File: config.mk
export PLATFORM = sky130hd
export DESIGN_NAME = alu_div32
export DESIGN_NICKNAME = d
export VERILOG_FILES = /design/src/rtl/alu_div32.sv
export SDC_FILE = /design/constraint.sdc
export NUM_CORES = 1
export LEC_CHECK = 0
export CORE_MARGIN = 2
export CORE_UTILIZATION = 40
export DETAILED_ROUTE_END_ITERATION = 10
export SKIP_LAST_GASP = 1
export SLEW_MARGIN = 25
export SYNTH_ARGS = -nofsm -noshare
export SYNTH_HDL_FRONTEND = slang
export SYNTH_SLANG_ARGS = --single-unit
File: constraint.sdc
create_clock -name clk_i -period 3.6 [get_ports clk_i]
set_input_delay 0.36 -clock clk_i [delete_from_list [all_inputs] [get_ports clk_i]]
set_output_delay 0.36 -clock clk_i [all_outputs]
set_load 0.02 [all_outputs]
File: src/rtl/alu_div32.sv
// -----------------------------------------------------------------------------
// alu_div32 -- iterative 32-bit integer divider (DIV, DIVU, REM, REMU) with
// RISC-V M-extension semantics, plus its trial-subtraction adder.
//
// adder32 ports:
//   a_i, b_i   32-bit addends
//   ci_i       carry in
//   s_o        32-bit sum
//   co_o       carry out (1 means "no borrow" when used as a - b)
//
// alu_div32 ports:
//   clk_i      rising-edge clock
//   rst_i      synchronous reset, active-high
//   start_i    request, sampled only while busy_o is low
//   op_i       00 DIV, 01 DIVU, 10 REM, 11 REMU
//   a_i, b_i   dividend / divisor, sampled with start_i
//   busy_o     high while an operation is in flight (CALC and FIX)
//   done_o     one-cycle pulse, result_o valid in this cycle
//   result_o   quotient or remainder, held until the next done_o
//
// Normal operations take 34 cycles (32 restoring steps, one sign fix-up,
// then done). Divide-by-zero and signed overflow finish in one cycle.
// -----------------------------------------------------------------------------

module adder32 (
  input  logic [31:0] a_i,
  input  logic [31:0] b_i,
  input  logic        ci_i,
  output logic [31:0] s_o,
  output logic        co_o
);

  assign {co_o, s_o} = {1'b0, a_i} + {1'b0, b_i} + {32'd0, ci_i};

endmodule

module alu_div32 #(
  parameter int WIDTH = 32
) (
  input  logic             clk_i,
  input  logic             rst_i,
  input  logic             start_i,
  input  logic [1:0]       op_i,
  input  logic [WIDTH-1:0] a_i,
  input  logic [WIDTH-1:0] b_i,
  output logic             busy_o,
  output logic             done_o,
  output logic [WIDTH-1:0] result_o
);

  typedef enum logic [1:0] {
    S_IDLE = 2'd0,
    S_CALC = 2'd1,
    S_FIX  = 2'd2,
    S_DONE = 2'd3
  } state_e;

  localparam logic [WIDTH-1:0] MIN_NEG = {1'b1, {(WIDTH-1){1'b0}}};

  state_e           state_q;
  logic [4:0]       cnt_q;
  logic [1:0]       op_q;
  logic [WIDTH-1:0] rem_q;    // partial remainder
  logic [WIDTH-1:0] quo_q;    // dividend shifting out, quotient shifting in
  logic [WIDTH-1:0] div_q;    // divisor magnitude
  logic             qneg_q;
  logic             rneg_q;
  logic             busy_q;
  logic             done_q;
  logic [WIDTH-1:0] result_q;

  // Request decode.
  logic             signed_op;
  logic             div_zero;
  logic             overflow;
  logic [WIDTH-1:0] a_mag;
  logic [WIDTH-1:0] b_mag;

  // One restoring step.
  logic [WIDTH:0]   rem_shift;
  logic [WIDTH-1:0] diff;
  logic             carry;
  logic             no_borrow;
  logic [WIDTH-1:0] rem_d;
  logic [WIDTH-1:0] quo_d;

  // Sign fix-up and result selection.
  logic [WIDTH-1:0] quo_fix;
  logic [WIDTH-1:0] rem_fix;
  logic [WIDTH-1:0] result_d;

  // NOTE: every signal assigned in always_comb gets a value on every path,
  // so no latch can be inferred.
  always_comb begin
    signed_op = ~op_i[0];
    div_zero  = (b_i == '0);
    overflow  = signed_op && (a_i == MIN_NEG) && (b_i == '1);
    a_mag     = (signed_op && a_i[WIDTH-1]) ? (~a_i + 1'b1) : a_i;
    b_mag     = (signed_op && b_i[WIDTH-1]) ? (~b_i + 1'b1) : b_i;
  end

  // r' = {r, q[msb]} is 33 bits; r' >= d iff its top bit is set or the
  // 32-bit subtraction r'[31:0] - d produces a carry (no borrow).
  assign rem_shift = {rem_q, quo_q[WIDTH-1]};

  adder32 u_sub (
    .a_i  (rem_shift[WIDTH-1:0]),
    .b_i  (~div_q),
    .ci_i (1'b1),
    .s_o  (diff),
    .co_o (carry)
  );

  always_comb begin
    no_borrow = rem_shift[WIDTH] | carry;
    rem_d     = no_borrow ? diff : rem_shift[WIDTH-1:0];
    quo_d     = {quo_q[WIDTH-2:0], no_borrow};
    quo_fix   = qneg_q ? (~quo_q + 1'b1) : quo_q;
    rem_fix   = rneg_q ? (~rem_q + 1'b1) : rem_q;
    result_d  = op_q[1] ? rem_fix : quo_fix;
  end

  // NOTE: sequential state uses non-blocking assignments only, so every
  // register samples the pre-edge values of the others.
  always_ff @(posedge clk_i) begin
    if (rst_i) begin
      state_q  <= S_IDLE;
      cnt_q    <= '0;
      op_q     <= '0;
      rem_q    <= '0;
      quo_q    <= '0;
      div_q    <= '0;
      qneg_q   <= 1'b0;
      rneg_q   <= 1'b0;
      busy_q   <= 1'b0;
      done_q   <= 1'b0;
      result_q <= '0;
    end else begin
      case (state_q)
        // DONE accepts a new request exactly like IDLE.
        S_IDLE, S_DONE: begin
          if (start_i) begin
            op_q <= op_i;
            if (div_zero) begin
              result_q <= op_i[1] ? a_i : '1;
              state_q  <= S_DONE;
              done_q   <= 1'b1;
              busy_q   <= 1'b0;
            end else if (overflow) begin
              result_q <= op_i[1] ? '0 : MIN_NEG;
              state_q  <= S_DONE;
              done_q   <= 1'b1;
              busy_q   <= 1'b0;
            end else begin
              rem_q   <= '0;
              quo_q   <= a_mag;
              div_q   <= b_mag;
              qneg_q  <= signed_op & (a_i[WIDTH-1] ^ b_i[WIDTH-1]);
              rneg_q  <= signed_op & a_i[WIDTH-1];
              cnt_q   <= '0;
              state_q <= S_CALC;
              busy_q  <= 1'b1;
              done_q  <= 1'b0;
            end
          end else begin
            state_q <= S_IDLE;
            done_q  <= 1'b0;
          end
        end

        S_CALC: begin
          rem_q <= rem_d;
          quo_q <= quo_d;
          cnt_q <= cnt_q + 5'd1;
          if (cnt_q == 5'd31) begin
            state_q <= S_FIX;
          end
        end

        S_FIX: begin
          result_q <= result_d;
          state_q  <= S_DONE;
          done_q   <= 1'b1;
          busy_q   <= 1'b0;
        end

        default: begin
          state_q <= S_IDLE;
          busy_q  <= 1'b0;
          done_q  <= 1'b0;
        end
      endcase
    end
  end

  assign busy_o   = busy_q;
  assign done_o   = done_q;
  assign result_o = result_q;

endmodule
# Word level (Yosys, flattened, before mapping)
# Index checks and enable logic that the tools add are counted.
[op_classes]
n_addsub = 7
mul = 0
n_div = 0
n_lt_le_gt_ge = 0
n_eq_ne = 11
shifts = 0
muxes = 37
n_bitwise = 12
n_reduce_logical = 14
[ops]
columns = ["op", "n"]
rows = [
  ["2-to-1 mux 32 bit", 17],
  ["one-hot mux 32 bit (2 select lines)", 3],
  ["inverter 32 bit", 5],
  ["adder 32 x 1 -> 32 bit, second input constant", 4],
  ["== test 32 bit, second input constant", 2],
  ["adder 32 x 32 -> 33 bit", 1],
  ["adder 33 x 1 -> 33 bit, second input constant", 1],
  ["logical NOT 32 bit", 1],
  ["2-to-1 mux 5 bit", 3],
  ["one-hot mux 5 bit (2 select lines)", 1],
  ["2-to-1 mux 2 bit", 4],
  ["!= test 2 bit, second input constant", 4],
  ["AND reduction 4 bit", 2],
  ["2-to-1 mux 1 bit", 6],
  ["one-hot mux 2 bit (3 select lines)", 1],
  ["adder 5 x 1 -> 5 bit, second input constant", 1],
  ["== test 5 bit, second input constant", 1],
  ["== test 2 bit, second input constant", 2],
  ["logical AND 1 bit", 4],
  ["one-hot mux 1 bit (2 select lines)", 2],
  ["AND reduction 2 bit", 2],
  ["nonzero test 2 bit", 2],
  ["!= test 3 bit, second input constant", 1],
  ["inverter 1 bit", 3],
  ["7 further kinds", 8],
]
[totals]
reg_bits = 141
latchBits = 0
ram_bits = 0
rom_bits = 0
inputBits = 69
wordCells = 92
memories = 0

# Logic depth before layout (Yosys ltp)
# Gate-level depths: netlist (run 1).
[logic_depth]
word_depth = 7
ltp_mapped = 13
depth_no_buf = 11

# Modules after synthesis
# Synthesis (run 1) repeated with hierarchy kept, for this count alone.
[unflattened]
hier_cells = 1527
hier_area_um2 = 11747.5
[modules_own_cells]
columns = ["mod", "n_inst", "cells_each", "area_each_um2", "seq_area_each_um2"]
rows = [
  ["alu_div32", 1, 1268, 9893.2, 2802.7],
  ["adder32", 1, 259, 1854.3, 0.0],
]

# Worst setup path before layout (run 1)
# No wires, ideal clock.
[synth_path]
path_type = "register to register"
start = "register quo_q[31]"
end = "register rem_q[10]"
setup_ns = 0.129
arrival_ns = 2.596
slack_ns = 0.876
stages_incl_launch_ff = 13
n_path_buf = 1
cell_sequence = "dfxtp_1 -> inv_1 -> ha_1 -> fa_1 -> nand2b_1 -> a21oi_1 -> o21ai_0 -> a21oi_1 -> o21bai_1 -> a31oi_1 -> buf_2 -> mux2i_1 -> o21ai_0"
[synth_via]
elab_chain_cells = 5
[synth_lines]
columns = ["item", "line", "rtl"]
rows = [
  ["from (decl)", "64", "logic [WIDTH-1:0] quo_q;"],
  ["from (signal assigned)", "156", "quo_q <= a_mag;"],
  ["from (signal assigned)", "173", "quo_q <= quo_d;"],
  ["adder 32 x 32 -> 33 bit *", "33", "assign {co_o, s_o} = {1'b0, a_i} + {1'b0, b_i} + {32'd0, ci_i};"],
  ["adder 33 x 1 -> 33 bit *", "33", ""],
  ["bitwise OR 1 bit", "115", "no_borrow = rem_shift[WIDTH] | carry;"],
  ["2-to-1 mux 32 bit *", "116", "rem_d = no_borrow ? diff : rem_shift[WIDTH-1:0];"],
  ["one-hot mux 32 bit (2 select lines) *", "139", "case (state_q)"],
  ["to (signal assigned)", "172", "rem_q <= rem_d;"],
  ["to (decl)", "63", "logic [WIDTH-1:0] rem_q;"],
]
# Every way passes the cells marked *; elsewhere a longest branch is shown, timed or not.
# A chain may end at the register's enable or synchronous reset.

# Worst setup path in the final report (run 1)
[layout_path]
start = "register quo_q[31]"
end = "register rem_q[17]"
# The elaborated chain is that of the path after synthesis.

==> metrics.csv, run 1 <==
metric,value,unit
post_cts_buffers,0,
die_width,167,µm
cp_max_fo,23,
synth_edf_count,0,
r2r_slack,300,ps
core,26100,µm²
fmax,303,MHz
yosysMostFrequentCell,nand2_1,
status,"complete, but fails checks",
grt_pass1_vias,10100,
syn2layout_area_growth,20.4,%
syn_avg_cell_area,7.46,µm²
start_util,0.407,
worstSetupPathType,reg2reg,
irDropWorstVdd,0.435,mV
fillers,2675,
grt_pass1_wl,54300,µm
ys_ff_latch,140,
failed_checks,design-rule violations,
grt_max_degree,76,
numCtsBuffers,17,
grt_use_total,0.239,
fin_crit,3300,ps
die_h,167,µm
ctsHtreeMaxLevel,4,
skew,9.77,ps
drive_gt1_frac,0.0731,
rsz0062_at_grt,false,
hold_violations,0,
fin_cells,1854,
synth_area_leader_cell,dfxtp_1,
dr.pass1.iters,8,
port-buffer-count,102,
crit_required,3940,ps
drc,9,
cap_viol_max_count,0,
start_kind,flip-flop,
fp.dieArea,27900,µm²
cts_tree,yes,
dp_hpwl,24900,µm
ys_warn_count,0,
leakage,4.67,nW
worst_pin_slew,867,ps
insertion_delay,430,ps
synth_ff_type,dfxtp_1,
cp-end-kind,flip-flop,
netlist_area,10600,µm²
routed-via-count,10500,
syn_inst,1428,
synth_area_leaders,"dfxtp_1 (26%), nand2_1 (7.0%), xnor2_1 (6.5%)",
pwr_density_cell,609,nW/µm²
drtIter0Drc,856,
antennaDiodeCount,0,
ys_types,84,
holdWs,395,ps
placed_cells,1823,
fin_nets,1619,
yosys-top-cells-count,"nand2_1 (199), dfxtp_1 (140), o21ai_0 (129)",
slew_headroom,0.422,
cts_resized,0,
report.final.slew_viol_count,0,
hp-class,in2reg,
pre_cts_ws,86.9,ps
post-route-period-util,0.916,
routed_wl,33300,µm
cts_buffer_depth,2,
netlist.area_leader.share,0.263,
ios,103,
cts_root_buf,clkbuf_16,
setup_tns,0,ps
vias_per_cell,5.68,
worst_slack,302,ps
grt-ovfl-total,0,
crit_arrival,3640,ps
rows,59,
cts_hold_buf,0,
numClockSinks,140,
gp_congestion,0.898,
path_clk_slew,60,ps
antenna_found_initial,0,
final_antenna_net_count,0,
setup_viol,0,
synthArstFlopShare,0,
synth_nets,1540,
wl_per_cell,18.0,µm
synth_seq_area_share,0.263,
==> area by class of cell <==
cell class                 count  area, µm²  area share
clock buffer                  20        447      0.0348
tap                          335        419      0.0327
inverter                      57        214      0.0167
timing repair buffer         148       1450       0.113
clock inverter                11        191      0.0149
sequential                   140       2800       0.219
multi-input combinational   1143       7300       0.569
==> power by group <==
part	internal (W)	total [W]	switching (W)
registers	0.00185	0.00215	0.000294
logic	0.00142	0.00369	0.00227
clock network	0.00125	0.00197	0.000719
==> registers in the layout, indices dropped and copies added (netlist names) <==
signal    cells
div_q        32
quo_q        32
rem_q        32
result_o     32
cnt_q         5
state_q       2
busy_o        1
done_o        1
op_q          1
qneg_q        1
rneg_q        1
==> layout by cell type, fill, tap and decap left out, drive strengths merged, types with 5 or more instances in the layout <==
cell type	synthesis	final
nand2	199	199
dfxtp	140	140
o21ai	131	131
nor2	115	115
a21oi	104	104
clkdlybuf4s50	0	101
xnor2	79	79
xor2	67	67
inv	57	58
buf	20	47
ha	42	42
a211oi	39	39
nor3	34	34
mux2i	29	29
nand3	27	27
o31ai	26	26
o211ai	25	25
o41ai	20	20
clkbuf	68	20
nand4	19	19
or4	15	15
a21o	14	14
nand2b	13	13
o22ai	12	12
nor4	12	12
or3	11	11
nor2b	10	10
a22o	9	9
a31oi	9	9
and2	8	8
and3	7	7
o21a	5	5
a221o	5	5
bufinv	0	5
clkinv	0	5
==> critical path, stage by stage, from the launching register on <==
cell and delay [ps]:
dfxtp_1 350, inv_1 100, ha_1 240, fa_1 400, nand2b_1 190, a21oi_1 210
o21ai_0 210, a21oi_1 310, o21bai_1 160, a31oi_4 380, buf_12 240, nand2_1 190
o211ai_1 210
==> path summary, 6_finish.rpt <==
path                          endpoint  depth (start not counted)                       from
max             rem_q[17]$_SDFFE_PP0P_                         12     quo_q[31]$_SDFFE_PP0P_
min              cnt_q[0]$_SDFFE_PP0P_                          2                      rst_i
max reg2reg     rem_q[17]$_SDFFE_PP0P_                         12     quo_q[31]$_SDFFE_PP0P_
min reg2reg  result_o[16]$_SDFFE_PP0P_                          2  result_o[16]$_SDFFE_PP0P_
==> layer usage <==
metal | share of wire | vias up | track usage | routed length, µm
li1 | - | 5291 | - | -
met1 | 0.46 | 4898 | 0.324 | 15400
met2 | 0.47 | 312 | 0.399 | 15500
met3 | 0.058 | 31 | 0.0340 | 1920
met4 | 0.014 | 0 | 0.0620 | 453
met5 | 0 | - | 0 | 0
==> cells by family (layout without fill, tap and decap cells) <==
logic type | after synthesis | in the layout | share of synthesized area
compound gates | 439 | 439 | 0.268
xor+xnor | 146 | 146 | 0.120
buf+inv | 145 | 236 | 0.0539
flops | 140 | 140 | 0.263
mux | 30 | 30 | 0.0283
simple gates | 485 | 485 | 0.215
fa+ha+maj | 43 | 43 | 0.0512
==> stage by stage <==
step           instance area (µm²)  power (W)  utilization
6_report                     12800    0.00780        0.491
5_1_grt                      12800    0.00836        0.491
4_1_cts                      12800    0.00781        0.491
3_5_place_dp                 12200    0.00584        0.466
3_3_place_gp                 12200    0.00581        0.466
2_1_floorplan                10600    0.00472            -
Power figures use the tool's default switching activity.
==> run 2, diff against run 1 <==
Settings changed: CORE_ASPECT_RATIO set to 2, PLACE_DENSITY_LB_ADDON set to 0.2.
==> metrics.csv, run 2 (synthesized netlist as in run 1, its figures left out) <==
metric,value,unit
gp_congestion,0.896,
fp.dieArea,28000,µm²
skew,8.19,ps
hold_start,rst_i,
fillers,2649,
rsz0062_at_grt,false,
crit_arrival,3700,ps
path_clk_slew,60,ps
r2r_slack,210,ps
cp_slowest_cell,fa_1,
start_util,0.405,
post-route-period-util,0.941,
rr_worst_depth,14,
hp-class,in2reg,
cp_cell_sequence,"inv_1, ha_1, fa_1, nand2b_1, a21oi_1, o21ai_0, a21oi_1, buf_4, o21bai_1, a31oi_4, buf_12, buf_12, mux2i_1, o21ai_0",
final_common_cell,nand2_1,
worst_slack,211,ps
worstHoldPathCells,3,
cts_tree,yes,
fin_crit,3390,ps
ios,103,
rr_endpoint,rem_q[4]$_SDFFE_PP0P_,
irDropWorstVdd,0.356,mV
drc,0,
cp_max_fo,12,
cp-end-kind,flip-flop,
crit_path_max_incr_delay,400,ps
leakage,4.68,nW
status,completed,
slew_headroom,0.342,
routed-via-count,10700,
fin_nets,1632,
cts_resized,0,
antenna_found_initial,0,
numCtsBuffers,17,
hold_violations,0,
cts_root_buf,clkbuf_16,
final_antenna_net_count,0,
cts_hold_buf,0,
routed_wl,34900,µm
multi_input_area,7300,µm²
final-seq-area,2800,µm²
setup_viol,0,
wl_per_cell,18.6,µm
ctsHtreeMaxLevel,4,
die_h,235,µm
placed_cell_area,12300,µm²
layout_common_cells,"nand2_1 (199), dfxtp_1 (140), o21ai_0 (129), nor2_1 (114), a21oi_1 (103)",
grt_max_degree,78,
post_cts_buffers,0,
wl_met1,12700,µm
vias_per_cell,5.73,
numClockSinks,140,
setup_tns,0,ps
rr_startpoint,quo_q[31]$_SDFFE_PP0P_,
fin_area,12800,µm²
fmax,295,MHz
antennaDiodeCount,0,
drtIter0Drc,529,
grt-ovfl-total,0,
route.met3.wl,1080,µm
wl_met2,19300,µm
report.final.slew_viol_count,0,
syn2layout_area_growth,20.3,%
dr.pass1.iters,7,
min_to,quo_q[30]$_SDFFE_PP0P_,
pwr_density_cell,586,nW/µm²
top_layer_used,met4,
final_util,0.488,
cts_buffer_depth,2,
grt_use_total,0.250,
dp_hpwl,27200,µm
die_width,119,µm
grt_pass1_wl,55700,µm
worstSetupPathType,reg2reg,
start_kind,flip-flop,
grt_pass1_vias,10700,
insertion_delay,440,ps
port-buffer-count,102,
rows,84,
pre_cts_ws,77.6,ps
drive_gt1_frac,0.0778,
cap_viol_max_count,0,
crit_required,3910,ps
worst_pin_slew,986,ps
core,26300,µm²
-- run 2: cell types whose count changed in the layout (fill, tap and decap cells not counted), sizes merged --
cell,change
buf,+13
clkbuf,+8
bufinv,-5
clkinv,-4
inv,-1
-- run 2: layout make-up --
cell class / count / area share
clock buffer: 28 / 0.0411
clock inverter: 1 / 0.000391
inverter: 57 / 0.0167
multi-input combinational: 1143 / 0.570
sequential: 140 / 0.219
tap: 344 / 0.0336
timing repair buffer: 161 / 0.120
-- run 2: power by group --
part / total (W) / internal, W / switching, W / leakage [nW]
Sequential: 0.00216 / 0.00185 / 0.000311 / 1.14
Clock: 0.00165 / 0.000978 / 0.000667 / 0.262
Combinational: 0.00370 / 0.00141 / 0.00229 / 3.28
Total: 0.00751 / 0.00424 / 0.00327 / 4.68
-- run 2: routing by layer --
metal,track usage,vias up
li1,-,5316
met1,0.248,5059
met2,0.490,274
met3,0.0308,88
met4,0.133,0
met5,0,-
-- run 2: per-stage QoR --
step / hold WS, ps / power, W / std cells
after detailed placement: 432 / 0.00587 / 1845
after global routing: 400 / 0.00801 / 1874
after floorplan: 432 / 0.00472 / 1428
after global placement: 429 / 0.00582 / 1845
final: 388 / 0.00751 / 1874
after CTS: 373 / 0.00752 / 1874
-- run 2: worst max path at each step --
stage                                      start  slack, ps                endpoint
after floorplan           quo_q[31]$_SDFFE_PP0P_        880  rem_q[10]$_SDFFE_PP0P_
after global placement                   a_i[26]        120   cnt_q[3]$_SDFFE_PP0P_
after detailed placement                  b_i[0]         80  rem_q[21]$_SDFFE_PP0P_
after CTS                 quo_q[31]$_SDFFE_PP0P_        220   rem_q[4]$_SDFFE_PP0P_
after global routing      quo_q[31]$_SDFFE_PP0P_         80   rem_q[7]$_SDFFE_PP0P_
final                     quo_q[31]$_SDFFE_PP0P_        210   rem_q[4]$_SDFFE_PP0P_
-- run 2: critical path: cells and delay by family (launching register included) --
family	cells	cell delay (ps)
flops	1	330
compound gates	6	1240
fa+ha+maj	2	680
buf+inv	4	630
mux	1	190
simple gates	1	200
==> run 3, diff against run 2 <==
Settings changed: CORE_MARGIN 2 to unset.
==> metrics.csv, run 3 (synthesized netlist as in run 1, its figures left out) <==
metric,value,unit
status,completed,
leakage,4.79,nW
cts_resized,0,
die_h,233,µm
pwr_density_cell,601,nW/µm²
grt_use_total,0.263,
rsz0062_at_grt,false,
antenna_found_initial,0,
grt_pass1_wl,56000,µm
combPwrFrac,0.480,
report.final.slew_viol_count,0,
setup_tns,0,ps
setup_viol,0,
cp_max_fo,9,
crit_path_max_incr_delay,410,ps
antennaDiodeCount,0,
final_common_cell,nand2_1,
slew_headroom,0.398,
vias_per_cell,5.71,
core,26200,µm²
crit_required,3920,ps
start_util,0.407,
grt.busiest_layer,met2,
fmax,291,MHz
dp_hpwl,27900,µm
cts_buffer_depth,2,
wl_per_cell,18.8,µm
ios,103,
crit_arrival,3760,ps
ctsHtreeMaxLevel,4,
fin_nets,1645,
grt_max_degree,63,
numCtsBuffers,17,
grt_pass1_vias,10700,
drc,0,
power_switching,0.00334,W
cp-end-kind,flip-flop,
port-buffer-count,102,
cap_viol_max_count,0,
cp_cell_sequence,"inv_1, ha_1, fa_1, nand2b_1, a21oi_1, o21ai_0, a21oi_1, buf_4, o21bai_1, a31oi_4, buf_12, buf_12, mux2i_1, o21ai_0",
skew,10.6,ps
layout_common_cells,"nand2_1 (199), dfxtp_1 (140), o21ai_0 (129), nor2_1 (114), a21oi_1 (103)",
fillers,2594,
post-route-period-util,0.955,
routed_wl,35600,µm
hold_violations,0,
critical-path-top-delay-family,compound AO/OA/AOI/OAI gates,
worst_pin_slew,901,ps
grt-ovfl-total,0,
holdWs,367,ps
gp_congestion,0.925,
netSwitchingFraction,0.428,
worstSetupPathType,reg2reg,
cts_root_buf,clkbuf_16,
syn2layout_area_growth,21.9,%
cts_hold_buf,0,
hp-class,in2reg,
timing.critical_path.buf_inv,4,
rows,84,
use_met3,0.0304,
grt_util_met2,0.527,
cts_tree,yes,
grtUsageMet1,0.252,
power.clock.fraction,0.244,
post_cts_buffers,0,
drtIter0Drc,663,
dr.pass1.iters,5,
final_antenna_net_count,0,
power_frac_seq,0.276,
path_clk_slew,60,ps
irDropWorstVdd,0.506,mV
die_width,117,µm
insertion_delay,450,ps
drive_gt1_frac,0.0899,
p_int,0.00446,W
fin_crit,3440,ps
cp_slowest_cell,fa_1,
total_power,0.00780,W
fp.dieArea,27300,µm²
start_kind,flip-flop,
routed-via-count,10800,
numClockSinks,140,
==> run 3: cell count changes in the layout (fill, tap and decap cells not counted) <==
cell	delta
buf_2	-1
buf_12	-2
bufinv_16	+4
clkinv_2	+4
clkbuf_1	-4
clkbuf_8	-4
clkinvlp_4	+2
buf_4	+16
clkinv_4	+1
==> run 3: metrics by stage <==
stage	std cells	instance area, µm²	utilization	setup slack (ps)
after global routing	1890	13000	0.496	37.6
after global placement	1858	12400	0.472	107
after floorplan	1428	10600	-	876
after detailed placement	1858	12400	0.472	72.9
final	1890	13000	0.496	163
after CTS	1890	13000	0.496	206
==> run 3: layout make-up <==
type,count,area [µm²],share of cell area
multi-input cells,1143,7300,0.562
clock buffers,20,457,0.0352
well taps,344,430,0.0332
inverters,57,214,0.0165
repair buffers,174,1610,0.124
clock inverters,12,169,0.0130
flip-flops and latches,140,2800,0.216
==> run 3: final timing paths <==
path	startpoint	cells after the start	slack (ps)	end
worst min register to register	result_o[16]$_SDFFE_PP0P_	2	440	result_o[16]$_SDFFE_PP0P_
worst max-delay path	quo_q[31]$_SDFFE_PP0P_	14	160	rem_q[5]$_SDFFE_PP0P_
worst min-delay path	rst_i	2	370	busy_o$_SDFFE_PP0P_
worst max register to register	quo_q[31]$_SDFFE_PP0P_	14	160	rem_q[5]$_SDFFE_PP0P_
==> run 3: per-layer routing <==
layer / part of all wire / vias up / wire, µm
li1: - / 5345 / -
met3: 0.034 / 95 / 1210
met2: 0.56 / 315 / 19800
met5: 0 / - / 0
met1: 0.36 / 5034 / 12700
met4: 0.052 / 0 / 1860
==> run 3: power by group through the flow <==
stage	Clock, W	Combinational [W]	Sequential, W
after floorplan	0	0.00258	0.00214
final	0.00190	0.00374	0.00216
after global placement	0	0.00367	0.00217
after detailed placement	0	0.00371	0.00218
after CTS	0.00192	0.00372	0.00215
after global routing	0.00199	0.00411	0.00219
==> run 3: worst reg2reg max path, stage by stage (launching register included) <==
cell      delay [ps]
dfxtp_1          340
inv_1            130
ha_1             270
fa_1             410
nand2b_1         190
a21oi_1          250
o21ai_0          310
a21oi_1          230
buf_4            170
o21bai_1         100
a31oi_4          340
buf_12           180
buf_12           140
mux2i_1          180
o21ai_0          100
